**src/rtl/hazard_ctrl_if.sv**
```systemverilog
// Pipeline hazard control signal bundle between the datapath and hazard_ctrl.
// The perf-counter outputs exist only when HAZ_PERF_CNT_EN is defined.
interface hazard_ctrl_if;
    logic [3:0]  id_opcode;
    logic [3:0]  id_rs;
    logic [3:0]  id_rt;
    logic        ex_memread;
    logic [3:0]  ex_rd;
    logic        ex_redirect;
    logic        pc_we;
    logic        ifid_we;
    logic        ifid_flush;
    logic        idex_flush;
    logic        halted;
`ifdef HAZ_PERF_CNT_EN
    logic [15:0] stall_cnt;
    logic [15:0] flush_cnt;
`endif

    modport master (
        output id_opcode, id_rs, id_rt, ex_memread, ex_rd, ex_redirect,
        input  pc_we, ifid_we, ifid_flush, idex_flush, halted
`ifdef HAZ_PERF_CNT_EN
        , input stall_cnt, flush_cnt
`endif
    );

    modport slave (
        input  id_opcode, id_rs, id_rt, ex_memread, ex_rd, ex_redirect,
        output pc_we, ifid_we, ifid_flush, idex_flush, halted
`ifdef HAZ_PERF_CNT_EN
        , output stall_cnt, flush_cnt
`endif
    );
endinterface

```
**src/rtl/hazard_ctrl.sv**
```systemverilog
// Pipeline hazard controller: load-use stall, redirect flush and HLT drain/halt.
// Define HAZ_PERF_CNT_EN to add saturating stall/flush event counters.
//
//   state | meaning
//   RUN   | normal issue; handles redirect, load-use stall and HLT detection
//   DRAIN | HLT moving toward WB; front end frozen, bubbles into EX
//   HALT  | processor halted; left only by reset
module hazard_ctrl (
    input  logic         clk,
    input  logic         rst_n,
    hazard_ctrl_if.slave hif
);
    typedef enum logic [1:0] {
        RUN   = 2'd0,
        DRAIN = 2'd1,
        HALT  = 2'd2
    } stateT;

    localparam logic [3:0] OP_SW  = 4'h9;
    localparam logic [3:0] OP_LLB = 4'hA;
    localparam logic [3:0] OP_LHB = 4'hB;
    localparam logic [3:0] OP_B   = 4'hC;
    localparam logic [3:0] OP_JAL = 4'hD;
    localparam logic [3:0] OP_HLT = 4'hF;

    stateT      state, stateNext;
    logic [1:0] drainCnt, drainCntNext;
    logic       haltedQ;
    logic       rsRead, usesRt, loadUse;
    logic       pcWe, ifidWe, ifidFlush, idexFlush;

    always_comb begin
        usesRt = (hif.id_opcode[3] == 1'b0) || (hif.id_opcode == OP_SW);
        rsRead = !((hif.id_opcode == OP_LLB) || (hif.id_opcode == OP_LHB) ||
                   (hif.id_opcode == OP_B)   || (hif.id_opcode == OP_JAL) ||
                   (hif.id_opcode == OP_HLT));
        loadUse = hif.ex_memread && (hif.ex_rd != 4'd0) &&
                  ((rsRead && (hif.ex_rd == hif.id_rs)) ||
                   (usesRt && (hif.ex_rd == hif.id_rt)));
    end

    always_comb begin
        stateNext    = state;
        drainCntNext = drainCnt;
        pcWe         = 1'b1;
        ifidWe       = 1'b1;
        ifidFlush    = 1'b0;
        idexFlush    = 1'b0;
        case (state)
            RUN: begin
                if (hif.ex_redirect) begin
                    ifidFlush = 1'b1;
                    idexFlush = 1'b1;
                end else if (loadUse) begin
                    pcWe      = 1'b0;
                    ifidWe    = 1'b0;
                    idexFlush = 1'b1;
                end else if (hif.id_opcode == OP_HLT) begin
                    // HLT itself moves into EX; fetch stops behind it
                    pcWe         = 1'b0;
                    ifidWe       = 1'b0;
                    stateNext    = DRAIN;
                    drainCntNext = 2'd3;
                end
            end
            DRAIN: begin
                pcWe         = 1'b0;
                ifidWe       = 1'b0;
                idexFlush    = 1'b1;
                drainCntNext = drainCnt - 2'd1;
                if (drainCnt == 2'd1) begin
                    stateNext = HALT;
                end
            end
            HALT: begin
                pcWe      = 1'b0;
                ifidWe    = 1'b0;
                idexFlush = 1'b1;
            end
            default: begin
                stateNext    = RUN;
                drainCntNext = 2'd0;
            end
        endcase
        // Hold the pipeline frozen with NOPs for as long as reset is applied
        if (!rst_n) begin
            pcWe      = 1'b0;
            ifidWe    = 1'b0;
            ifidFlush = 1'b1;
            idexFlush = 1'b1;
        end
    end

    always_ff @(posedge clk or negedge rst_n) begin
        if (!rst_n) begin
            state    <= RUN;
            drainCnt <= 2'd0;
            haltedQ  <= 1'b0;
        end else begin
            state    <= stateNext;
            drainCnt <= drainCntNext;
            haltedQ  <= (stateNext == HALT);
        end
    end

    assign hif.pc_we      = pcWe;
    assign hif.ifid_we    = ifidWe;
    assign hif.ifid_flush = ifidFlush;
    assign hif.idex_flush = idexFlush;
    assign hif.halted     = haltedQ;

`ifdef HAZ_PERF_CNT_EN
    logic [15:0] stallCnt, flushCnt;
    logic        stallEvt, flushEvt;

    assign stallEvt = (state == RUN) && !hif.ex_redirect && loadUse;
    assign flushEvt = (state == RUN) && hif.ex_redirect;

    always_ff @(posedge clk or negedge rst_n) begin
        if (!rst_n) begin
            stallCnt <= 16'd0;
            flushCnt <= 16'd0;
        end else begin
            if (stallEvt && (stallCnt != 16'hFFFF)) begin
                stallCnt <= stallCnt + 16'd1;
            end
            if (flushEvt && (flushCnt != 16'hFFFF)) begin
                flushCnt <= flushCnt + 16'd1;
            end
        end
    end

    assign hif.stall_cnt = stallCnt;
    assign hif.flush_cnt = flushCnt;
`endif
endmodule
```
**src/flat_wrapper.sv**
```systemverilog
// flat-port wrapper written by rule: the top's interface ports become plain ports
module hazard_ctrl_flat 
  (clk, rst_n, hif_id_opcode, hif_id_rs, hif_id_rt, hif_ex_memread, hif_ex_rd, hif_ex_redirect, hif_pc_we, hif_ifid_we, hif_ifid_flush, hif_idex_flush, hif_halted);
  hazard_ctrl_if hif_i ();
  input  logic clk;
  input  logic rst_n;
  input wire logic [$bits(hif_i.id_opcode)-1:0] hif_id_opcode;
  input wire logic [$bits(hif_i.id_rs)-1:0] hif_id_rs;
  input wire logic [$bits(hif_i.id_rt)-1:0] hif_id_rt;
  input wire logic [$bits(hif_i.ex_memread)-1:0] hif_ex_memread;
  input wire logic [$bits(hif_i.ex_rd)-1:0] hif_ex_rd;
  input wire logic [$bits(hif_i.ex_redirect)-1:0] hif_ex_redirect;
  output wire logic [$bits(hif_i.pc_we)-1:0] hif_pc_we;
  output wire logic [$bits(hif_i.ifid_we)-1:0] hif_ifid_we;
  output wire logic [$bits(hif_i.ifid_flush)-1:0] hif_ifid_flush;
  output wire logic [$bits(hif_i.idex_flush)-1:0] hif_idex_flush;
  output wire logic [$bits(hif_i.halted)-1:0] hif_halted;
  assign hif_i.id_opcode = hif_id_opcode;
  assign hif_i.id_rs = hif_id_rs;
  assign hif_i.id_rt = hif_id_rt;
  assign hif_i.ex_memread = hif_ex_memread;
  assign hif_i.ex_rd = hif_ex_rd;
  assign hif_i.ex_redirect = hif_ex_redirect;
  assign hif_pc_we = hif_i.pc_we;
  assign hif_ifid_we = hif_i.ifid_we;
  assign hif_ifid_flush = hif_i.ifid_flush;
  assign hif_idex_flush = hif_i.idex_flush;
  assign hif_halted = hif_i.halted;
  hazard_ctrl u_core (.clk(clk), .rst_n(rst_n), .hif(hif_i));
endmodule
```
**config.mk**
```make
export PLATFORM = sky130hd
export DESIGN_NAME = hazard_ctrl_flat
export DESIGN_NICKNAME = d
export VERILOG_FILES = /design/src/rtl/hazard_ctrl_if.sv /design/src/rtl/hazard_ctrl.sv /design/src/flat_wrapper.sv
export SDC_FILE = /design/constraint.sdc
export NUM_CORES = 1
export LEC_CHECK = 0
export BUFFER_PORTS_ARGS = -buffer_cell sky130_fd_sc_hd__buf_2
export CAP_MARGIN = 20
export CORE_AREA = 2 2 39 41
export DETAILED_ROUTE_END_ITERATION = 12
export DIE_AREA = 0 0 41 43
export PLACE_DENSITY_LB_ADDON = 0.25
export SKIP_LAST_GASP = 1
export SLEW_MARGIN = 20
export SYNTH_ARGS = -nofsm -noshare
export SYNTH_HDL_FRONTEND = slang
export SYNTH_SLANG_ARGS = --single-unit
```
**constraint.sdc**
```tcl
create_clock -name clk -period 4.3 [get_ports clk]
set_input_delay 0.43 -clock clk [delete_from_list [all_inputs] [get_ports clk]]
set_output_delay 0.43 -clock clk [all_outputs]
set_load 0.005 [all_outputs]
```
Word-level counts from Yosys, hierarchy flattened
Index checks and enable logic that the tools add are counted.
- bits in registers: 5
- input bits: 20
- word-level logic and storage cells: 57
- add/subtract/negate cells: 1
- eq/ne operators: 15
- muxes and demuxes: 21
- bitwise operators: 2
- reductions and logical operators: 15
- operators with widths (cell ; count):
    $eq A4 B4 Y1 const B ; 6
    $mux W2 ; 7
    $pmux W2 S3 ; 2
    $mux W1 ; 10
    $eq A4 B4 Y1 ; 2
    $logic_or A1 B1 Y1 ; 6
    $eq A2 B1 Y1 const B ; 2
    $eq A2 B2 Y1 const B ; 2
    $logic_and A1 B1 Y1 ; 4
    $ne A2 B2 Y1 const B ; 2
    $pmux W1 S2 ; 2
    $reduce_and A4 Y1 ; 1
    $reduce_bool A4 Y1 ; 1
    $logic_not A2 Y1 ; 1
    $ne A2 B1 Y1 const B ; 1
    $not A1 Y1 ; 2
    $reduce_or A2 Y1 ; 1
    $sub A2 B1 Y2 const B ; 1
    $logic_not A1 Y1 ; 1

Logic depth before layout (Yosys ltp)
- depth in word-level cells: 13
- depth in mapped cells: 7
- depth with buffers taken out: 7

Worst setup path before layout
No wires, ideal clock.
- kind: in2out
- start point: input port hif_ex_rd[1]
- end point: output port hif_pc_we
- arrival time: 1373 ps
- data required time: 3870 ps
- path slack: 2497 ps
- cell stages on the path: 5
- path buffers: 1
- path through: o41a_1 nand2_1 o22ai_1 a31oi_1 buf_4
- longest elaborated chain between the ends: 8
- elaborated cells between the ends (all ways): 12
- ends and longest elaborated chain (item ; RTL line ; source):
    start: declaration ; flat_wrapper.sv:11 ; input wire logic [$bits(hif_i.ex_rd)-1:0] hif_ex_rd;
    $eq A4 B4 Y1, on equally long branches ; hazard_ctrl.sv:38, hazard_ctrl.sv:39 ;
    $logic_and A1 B1 Y1, on equally long branches ; hazard_ctrl.sv:38, hazard_ctrl.sv:39 ;
    $logic_or A1 B1 Y1 ; hazard_ctrl.sv:38 ; ((rsRead && (hif.ex_rd == hif.id_rs)) ||
    $logic_and A1 B1 Y1 (*) ; hazard_ctrl.sv:37 ; loadUse = hif.ex_memread && (hif.ex_rd != 4'd0) &&
    $mux W1 (*) (2 in a row) ; - ;
    $pmux W1 S2 (*) ; - ;
    $mux W1 (*) ; - ;
    end: declaration ; flat_wrapper.sv:13 ; output wire logic [$bits(hif_i.pc_we)-1:0] hif_pc_we;
Every way passes the cells marked *; elsewhere a longest branch is shown, timed or not.

Worst setup path after layout
- start point: register u_core.state[0]
- end point: output port hif_idex_flush
- longest elaborated chain between the ends: 4
- elaborated cells between the ends (all ways): 6
- ends and longest elaborated chain (item ; RTL line ; source):
    start: declaration ; hazard_ctrl.sv:26 ; stateT state, stateNext;
    start signal: assignment ; hazard_ctrl.sv:100 ; state <= stateNext;
    $eq A2 B2 Y1 / $eq A2 B1 Y1 (equally long branches) ; hazard_ctrl.sv:49 ; case (state)
    $reduce_or A2 Y1 (no source line) ; - ;
    $pmux W1 S2 (*) ; hazard_ctrl.sv:49 ;
    $mux W1 (*) ; hazard_ctrl.sv:86 ; if (!rst_n) begin
    end: declaration ; flat_wrapper.sv:16 ; output wire logic [$bits(hif_i.idex_flush)-1:0] hif_idex_flush;
Marks and branches as above.

==> summary.md <==
| Metric | Value |
|---|---|
| GRT overflow | `0` |
| CTS root buf | `clkbuf_4` |
| # Post-CTS Setup Buffers | `0` |
| First-pass GRT wire length | `1730 um` |
| Final worst slack | `2.21 ns` |
| RSZ-0062 raised after global routing | `false` |
| Req. time, crit path | `3.87 ns` |
| CP delay by family, top | `compound AO/OA/AOI/OAI gates` |
| Placed Instances | `103` |
| Cell mode on critical path | `inv_1` |
| Clock Sinks | `5` |
| Max-Cap Viols | `0` |
| Clk buf depth | `2` |
| Avg Cell Area, Syn | `7.93 um2` |
| Vias per inst | `4.94` |
| Final cell count without fillers | `107` |
| Initial Util | `37.3%` |
| Area of the die | `1760 um2` |
| Net Count, Synth | `91` |
| Area of placed instances | `643 um2` |
| Post-synth top cells | `10 x inv_1, 6 x ha_1` |
| Final Hold Fails | `0` |
| Cts hold-fix bufs | `0` |
| Total CTS buffers | `3` |
| Die height | `43 um` |
| ANT cells | `0` |
| Post-detail-place hpwl | `902 um` |
| Measured slew at the worst slew-check pin | `0.323 ns` |
| DRT Pass-1 Iters | `3` |
| FF-to-FF setup slack | `2.73 ns` |
| Leak pwr | `0.345 nW` |
| Ports | `25` |
| Setup Skew | `0.00179 ns` |
| Final period util | `48.6%` |
| Synth top area cells | `dfrtp_1 24%, ha_1 15%, inv_1 7.3%` |
| Final min period | `2.09 ns` |
| IO buf count | `24` |
| Drt wl/cell | `9.58 um` |
| Vias in the first global route | `497` |
| Critical Path AT | `1.66 ns` |
| Synth Register Bits | `5` |
| Fill cells | `136` |
| Slew Viols, Final | `0` |
| Worst slack at placement | `2.35 ns` |
| Number of DRC markers in iteration 0 | `7` |
| Fin nets | `118` |
| Slowest CP cell | `dfrtp_1` |
| Final wirelength | `1030 um` |
| Via count | `529` |
| Placer Congestion | `0.633` |
| Antenna-violating nets left | `0` |
| Slew headroom | `78.5%` |
| Power density over the cells | `405 nW/um2` |
| Crit path max fanout | `4` |
| Layout cells sized above 1 | `30.8%` |
| Worst-path clk slew | `0.04 ns` |
| Total Neg Setup Slack | `0 ns` |
| DIE WIDTH | `41 um` |
| Post-route cell area | `669 um2` |
| Mapped cell area | `515 um2` |
| Clk Latency, worst-skew pair | `0.24 ns` |
| Htree depth | `1` |
| CP max stage delay | `0.39 ns` |
| Crit path from | `u_core.state[0]` |
| Min-delay worst type | `in -> async` |
| Share of flip-flops with an asynchronous set or reset | `100%` |
| Hold slack final | `0.0149 ns` |
| Startpoint types | `flop` |
| CTS tree | `yes` |
| Post-cts resize count | `0` |
| Status | `finished, final reports clean` |
| Syn Inst Count | `65` |
| CP Cell Sequence | `inv_1, ha_1, inv_1, o21ai_0, a31o_2, a31o_1, buf_2` |
| Core area | `1380 um2` |
| Pin count of the biggest net entering global routing | `11` |
| Area leader, netlist | `dfrtp_1` |
| Count leader, synth | `inv_1` |
| Final setup viols | `0` |
| Worst r2r src | `u_core.state[0]` |
| Main synth FF type | `dfrtp_1` |
| Synth unique cells | `27` |
| Synthesis Warnings | `0` |
| Layout area overhead | `29.9%` |
| # rows | `14` |
| WP buf/inv | `3` |
| GR Util All Layers | `14.2%` |
| Synth top area share | `24.3%` |
| Peak VDD IR | `154 uV` |
| CP Capture Type | `output port` |
| Initial antenna violation count | `0` |
| DRC viols | `0` |
| Sequential cell area fraction in the yosys report | `24.3%` |
| Post-synth EDFFs | `0` |
| Setup CP Type | `reg -> out` |
| Maximum achievable frequency | `479 MHz` |
==> cell families (layout without fill, tap and decap cells) <==
logic type	Yosys count	after routing	share of synthesized area, %
AND/OR/NAND/NOR	16	16	15.1
adder cells (fa/ha/maj)	6	6	14.6
XOR/XNOR	6	6	10.2
flip-flops	5	5	24.3
AO/OA/AOI/OAI	20	20	26.2
buffers and inverters	12	38	9.71
==> cells in the final DEF (no fill, tap or decap), drive strengths merged, types with 2 or more instances in the layout <==
master and n:
a31oi 2, nor2 5, clkbuf 4, o21ai 5, buf 24, inv 10
xor2 4, nand2 5, a21oi 3, xnor2 2, ha 6, a31o 2
dfrtp 5, o22ai 2
==> worst paths after layout <==
check	endpoint	cells after the start
setup / recovery	hif_idex_flush	7
hold / removal	u_core.drainCnt[1]	1
setup reg to reg	u_core.drainCnt[0]	5
hold reg to reg	u_core.drainCnt[1]	2
max in group asynchronous	u_core.state[0]	1
min in group clk	u_core.drainCnt[1]	2
==> layout make-up <==
type	instances	area, um2	area share (%)
Clock buffer	4	26.3	3.93
Timing Repair Buffer	24	120	17.9
Multi-Input combinational cell	48	340	50.8
Tap cell	16	20.0	2.99
Sequential cell	5	125	18.7
Inverter	10	37.5	5.61
==> where the power goes <==
part	total (W)	switching, W	internal (W)
Clock	0.0000531	0.0000181	0.0000350
Combinational	0.000139	0.0000732	0.0000654
Sequential	0.0000792	0.0000134	0.0000658
Total	0.000271	0.000105	0.000166
==> flip-flops by register name, summed over array words and instances (netlist names) <==
name / count
u_core.hif.halted: 1
u_core.drainCnt: 2
u_core.state: 2
==> per-stage QoR <==
stage / utilization, % / power (W)
after floorplan: - / 0.000180
after global placement: 46.5 / 0.000219
after detailed placement: 46.5 / 0.000222
after CTS: 48.4 / 0.000278
after global routing: 48.4 / 0.000305
final: 48.4 / 0.000271
==> per-layer routing <==
| layer | vias to the layer above | share of wire, % | track usage (%) |
|---|---|---|---|
| met1 | 234 | 38 | 13.9 |
| li1 | 280 | - | - |
| met5 | - | 0 | 0 |
| met4 | 0 | 0 | 4.00 |
| met3 | 0 | 5.3 | 6.28 |
| met2 | 15 | 56 | 25.0 |
(Power assumes the default switching activity.)
